`src/rtl/mem_port_arbiter.sv`:
```
// Purpose: shares one 32-bit memory master port between fetch (s0) and data (s1) requesters.
// Latency: 1 cycle to arbitrate, then BUSY until m_ack_i; a 1-cycle IDLE bubble separates transactions.
// Backpressure: requesters hold valid until their ack; the memory stalls the owner by withholding m_ack_i.
// Optional: define ARB_TIMEOUT_EN to abort a BUSY cycle after TIMEOUT_CYCLES without m_ack_i.
module mem_port_arbiter #(
  parameter bit          ARB_RR         = 1'b0,
  parameter int unsigned TIMEOUT_CYCLES = 255
) (
  input  logic        clk_i,
  input  logic        rst_ni,
  input  logic [31:0] s0_adr_i,
  input  logic        s0_valid_i,
  output logic [31:0] s0_dat_o,
  output logic        s0_ack_o,
  output logic        s0_err_o,
  input  logic [31:0] s1_adr_i,
  input  logic [31:0] s1_dat_i,
  input  logic        s1_we_i,
  input  logic [3:0]  s1_sel_i,
  input  logic        s1_valid_i,
  output logic [31:0] s1_dat_o,
  output logic        s1_ack_o,
  output logic        s1_err_o,
  output logic [31:0] m_adr_o,
  output logic [31:0] m_dat_o,
  output logic        m_we_o,
  output logic [3:0]  m_sel_o,
  output logic        m_valid_o,
  input  logic [31:0] m_dat_i,
  input  logic        m_ack_i
);

  typedef enum logic {
    ST_IDLE = 1'b0,
    ST_BUSY = 1'b1
  } state_e;

  // Request fields presented towards memory by one requester.
  typedef struct packed {
    logic [31:0] adr;
    logic [31:0] dat;
    logic        we;
    logic [3:0]  sel;
  } req_t;

  state_e state_q, state_d;
  logic   owner_q, owner_d;   // 0 = s0 fetch, 1 = s1 data
  logic   last_q, last_d;     // requester served most recently
  logic   grant;
  logic   busy;
  logic   done;
  logic   to_hit;
  req_t   s0_req, s1_req, own_req;

  assign busy = (state_q == ST_BUSY);

  // Fetch is always a full-word read; it has no write data.
  assign s0_req = '{adr: s0_adr_i, dat: 32'h0, we: 1'b0, sel: 4'hF};
  assign s1_req = '{adr: s1_adr_i, dat: s1_dat_i, we: s1_we_i, sel: s1_sel_i};

`ifdef ARB_TIMEOUT_EN
  logic [7:0] to_cnt_q;

  // Count BUSY cycles without an ack; held at zero while IDLE so every grant starts fresh.
  always_ff @(posedge clk_i or negedge rst_ni) begin
    if (!rst_ni) begin
      to_cnt_q <= 8'h00;
    end else if (!busy) begin
      to_cnt_q <= 8'h00;
    end else if (!m_ack_i) begin
      to_cnt_q <= to_cnt_q + 8'h01;
    end
  end

  // A real ack in the final cycle takes precedence over the abort.
  assign to_hit = busy && !m_ack_i && (to_cnt_q == 8'(TIMEOUT_CYCLES - 1));
`else
  logic unused_timeout;

  assign to_hit         = 1'b0;
  assign unused_timeout = ^TIMEOUT_CYCLES;
`endif

  assign done = busy && (m_ack_i || to_hit);

  // Pick the next owner: fixed priority favours s1, round-robin hands ties to whoever was not served last.
  always_comb begin
    grant = s1_valid_i;
    if (ARB_RR && s0_valid_i && s1_valid_i) begin
      grant = ~last_q;
    end
  end

  // State, owner and last-served registers.
  always_ff @(posedge clk_i or negedge rst_ni) begin
    if (!rst_ni) begin
      state_q <= ST_IDLE;
      owner_q <= 1'b0;
      last_q  <= 1'b0;
    end else begin
      state_q <= state_d;
      owner_q <= owner_d;
      last_q  <= last_d;
    end
  end

  // Next-state logic: grant from IDLE, release to IDLE on completion so the old owner's valid is never re-sampled in its ack cycle.
  always_comb begin
    state_d = state_q;
    owner_d = owner_q;
    last_d  = last_q;
    unique case (state_q)
      ST_IDLE: begin
        if (s0_valid_i || s1_valid_i) begin
          owner_d = grant;
          state_d = ST_BUSY;
        end
      end
      ST_BUSY: begin
        if (done) begin
          last_d  = owner_q;
          state_d = ST_IDLE;
        end
      end
      default: state_d = ST_IDLE;
    endcase
  end

  // Memory side: request qualified by state alone, fields muxed from the current owner.
  always_comb begin
    own_req   = owner_q ? s1_req : s0_req;
    m_valid_o = busy;
    m_adr_o   = own_req.adr;
    m_dat_o   = own_req.dat;
    m_we_o    = own_req.we;
    m_sel_o   = own_req.sel;
  end

  // Requester side: completion goes only to the owner; aborted reads return zero data.
  always_comb begin
    s0_ack_o = done && !owner_q;
    s1_ack_o = done && owner_q;
    s0_err_o = to_hit && !owner_q;
    s1_err_o = to_hit && owner_q;
    s0_dat_o = (to_hit && !owner_q) ? 32'h0 : m_dat_i;
    s1_dat_o = (to_hit && owner_q) ? 32'h0 : m_dat_i;
  end

endmodule

```
`config.mk`:
```
export PLATFORM = sky130hd
export DESIGN_NAME = mem_port_arbiter
export DESIGN_NICKNAME = d
export VERILOG_FILES = /design/src/rtl/mem_port_arbiter.sv
export SDC_FILE = /design/constraint.sdc
export NUM_CORES = 1
export LEC_CHECK = 0
export CAP_MARGIN = 15
export CORE_AREA = 2 2 108 110
export CTS_BUF_LIST = sky130_fd_sc_hd__clkbuf_4 sky130_fd_sc_hd__clkbuf_8
export CTS_CLUSTER_SIZE = 14
export DETAILED_ROUTE_END_ITERATION = 10
export DIE_AREA = 0 0 110 112
export GPL_ROUTABILITY_DRIVEN = 0
export PLACE_DENSITY = 0.67
export SYNTH_ARGS = -nofsm -noshare
export SYNTH_HDL_FRONTEND = slang
export SYNTH_SLANG_ARGS = --single-unit
```
`constraint.sdc`:
```
create_clock -name clk_i -period 1.1 [get_ports clk_i]
set_input_delay 0.22 -clock clk_i [delete_from_list [all_inputs] [get_ports clk_i]]
set_output_delay 0.22 -clock clk_i [all_outputs]
set_load 0.1 [all_outputs]
```
==> results.tsv <==
metric	value	unit
fin_ws	-525	ps
die_w	110	um
synth.distinct_cells	17	
start_util	0.124	
grt_pass1_wl	8.05	mm
place_hpwl	5.27	mm
clk_pin_slew	30	ps
grt_max_degree	23	
yosysTopAreaCellShare	0.358	
ys_warn_count	0	
crit_type	reg -> out	
cts_buffers	3	
violations	setup timing	
most-common-layout-cells	105 x clkdlybuf4s50_1, 76 x buf_12, 33 x and2_4	
cts.sinks	2	
grt.total_usage	0.0846	
drtIter0Drc	43	
required	880	ps
core.rowCount	39	
seqCellArea	57.6	sq um
synth-seq-area-share	0.0361	
cts_max_path_buffers	2	
p_per_area	1750	mW/mm^2
cp.arrival	1410	ps
setup-tns-final	-33730	ps
hold_viol_final	0	
place_inst	408	
maxSlewViolCount	0	
totalWireLength	5.71	mm
syn_avg_cell_area	9.05	sq um
ys_top_cells_by_area	buf_4 36%, mux2_4 33%, and2_1 15%, buf_12 4.3%, dfrtp_1 3.6%	
status	finished with violations	
io-pin-count	276	
drive_gt1_frac	0.590	
io_buffers	177	
via_per_inst	3.45	
cts_tree	done	
synth_edf_count	0	
dr.pass1.iters	3	
diodes	0	
hold_buffers	0	
ys_async_sr_fraction	1.00	
hold_class	in -> async	
setup_viol	72	
syn_area	0.00139	sq mm
grt_overflow	0	
setup.worst_path.end_class	output port	
drc	0	
synth_seq_cells	2	
instances_no_fill	414	
peakVddDrop	0.937	mV
layout_commonest_cell	clkdlybuf4s50_1	
antenna_found_initial	0	
grt_pass1_vias	1453	
final_nets	411	
yosysTopAreaCell	buf_4	
clk_latency	210	ps
die_height	112	um
root_buffer	clkbuf_8	
fin_skew	1.61	ps
num_vias	1427	
leakage	1.67	nW
die_area	0.0123	sq mm
core-area	0.0112	sq mm
rsz0062_at_grt	yes	
p_total	6.67	mW
syn_to_final_growth	175	%
synthCells	153	
synthFlopType	dfrtp_1	
fin_crit	1630	ps
max_cap_viol_count	0	
antenna_left	0	
r2r_slack	70	ps
multi_input_area	890	sq um
htreeDepth	1	
critPathLaunchType	flip-flop	
wl_per_cell	13.8	um
period_share	1.48	
fmax	0.615	GHz
crit_fanout	22	
num-fill-cells	1083	
[path summary, 6_finish.rpt]
kind	to	cells past startpoint	startpoint
max	m_adr_o[24]	3	owner_q
min	owner_q	1	rst_ni
max reg2reg	m_valid_o	2	m_valid_o
min reg2reg	m_valid_o	2	m_valid_o
max in group asynchronous	m_valid_o	1	rst_ni
min in group clk_i	s0_dat_o[19]	0	m_dat_i[19]
[critical path: stages (launching register included)]
cell,delay [ps]
dfrtp_4,510
buf_12,190
mux2_4,320
buf_12,170
[Yosys cell counts, types with 2 or more instances]
| master | n |
|---|---|
| dfrtp_1 | 2 |
| mux2_4 | 30 |
| and2_1 | 33 |
| buf_4 | 66 |
| mux2_2 | 2 |
| buf_2 | 3 |
| buf_12 | 3 |
| nand2b_1 | 5 |
[through the flow]
stage | worst slack [ps] | hold WS (ps) | util | instance area (sq um)
after global placement | -301 | 432 | 0.334 | 3730
after floorplan | -330 | -75.6 | - | 1560
after global routing | -558 | 199 | 0.341 | 3810
after CTS | -533 | 201 | 0.340 | 3800
after detailed placement | -313 | 420 | 0.334 | 3730
final | -525 | 205 | 0.341 | 3810
[cells by family (layout without fill, tap and decap cells)]
kind of cell	after synthesis	count (layout)	synth area share
AOI/OAI and AO/OA	2	2	0.0126
buffers and inverters	75	192	0.425
DFF	2	2	0.0361
muxes	32	32	0.341
other	1	2	0.00271
and+or+nand+nor	41	41	0.182
[sequential cells by signal (all words and copies together) (netlist names)]
name and count:
m_valid_o 1, owner_q 1
[per-layer routing]
layer | routed length, um | share of wire | vias to the layer above | GRT usage
li1 | - | - | 656 | -
met5 | 0 | 0 | - | 0
met2 | 2800 | 0.49 | 127 | 0.150
met4 | 32 | 0.0056 | 0 | 0.00928
met3 | 1080 | 0.19 | 12 | 0.0533
met1 | 1790 | 0.31 | 632 | 0.0857
[what timing repair did]
action | CTS | global route
endpoints found under the setup margin | 72 | 72
resized for setup | 5 | 0
setup buffers | 2 | 1
[power by group]
part           total [mW]  internal [mW]  switching (mW)
Combinational        6.27           2.57            3.70
Clock               0.283          0.231          0.0517
Sequential          0.120         0.0943          0.0259
Total                6.67           2.89            3.78
[final cells by class]
class / instances / area share
Clock buffer: 3 / 0.0108
Inverter: 1 / 0.000985
Sequential cell: 2 / 0.0151
Multi-Input combinational cell: 77 / 0.233
Tap cell: 143 / 0.0469
Timing Repair Buffer: 188 / 0.693
Power figures use the tool's default switching activity.
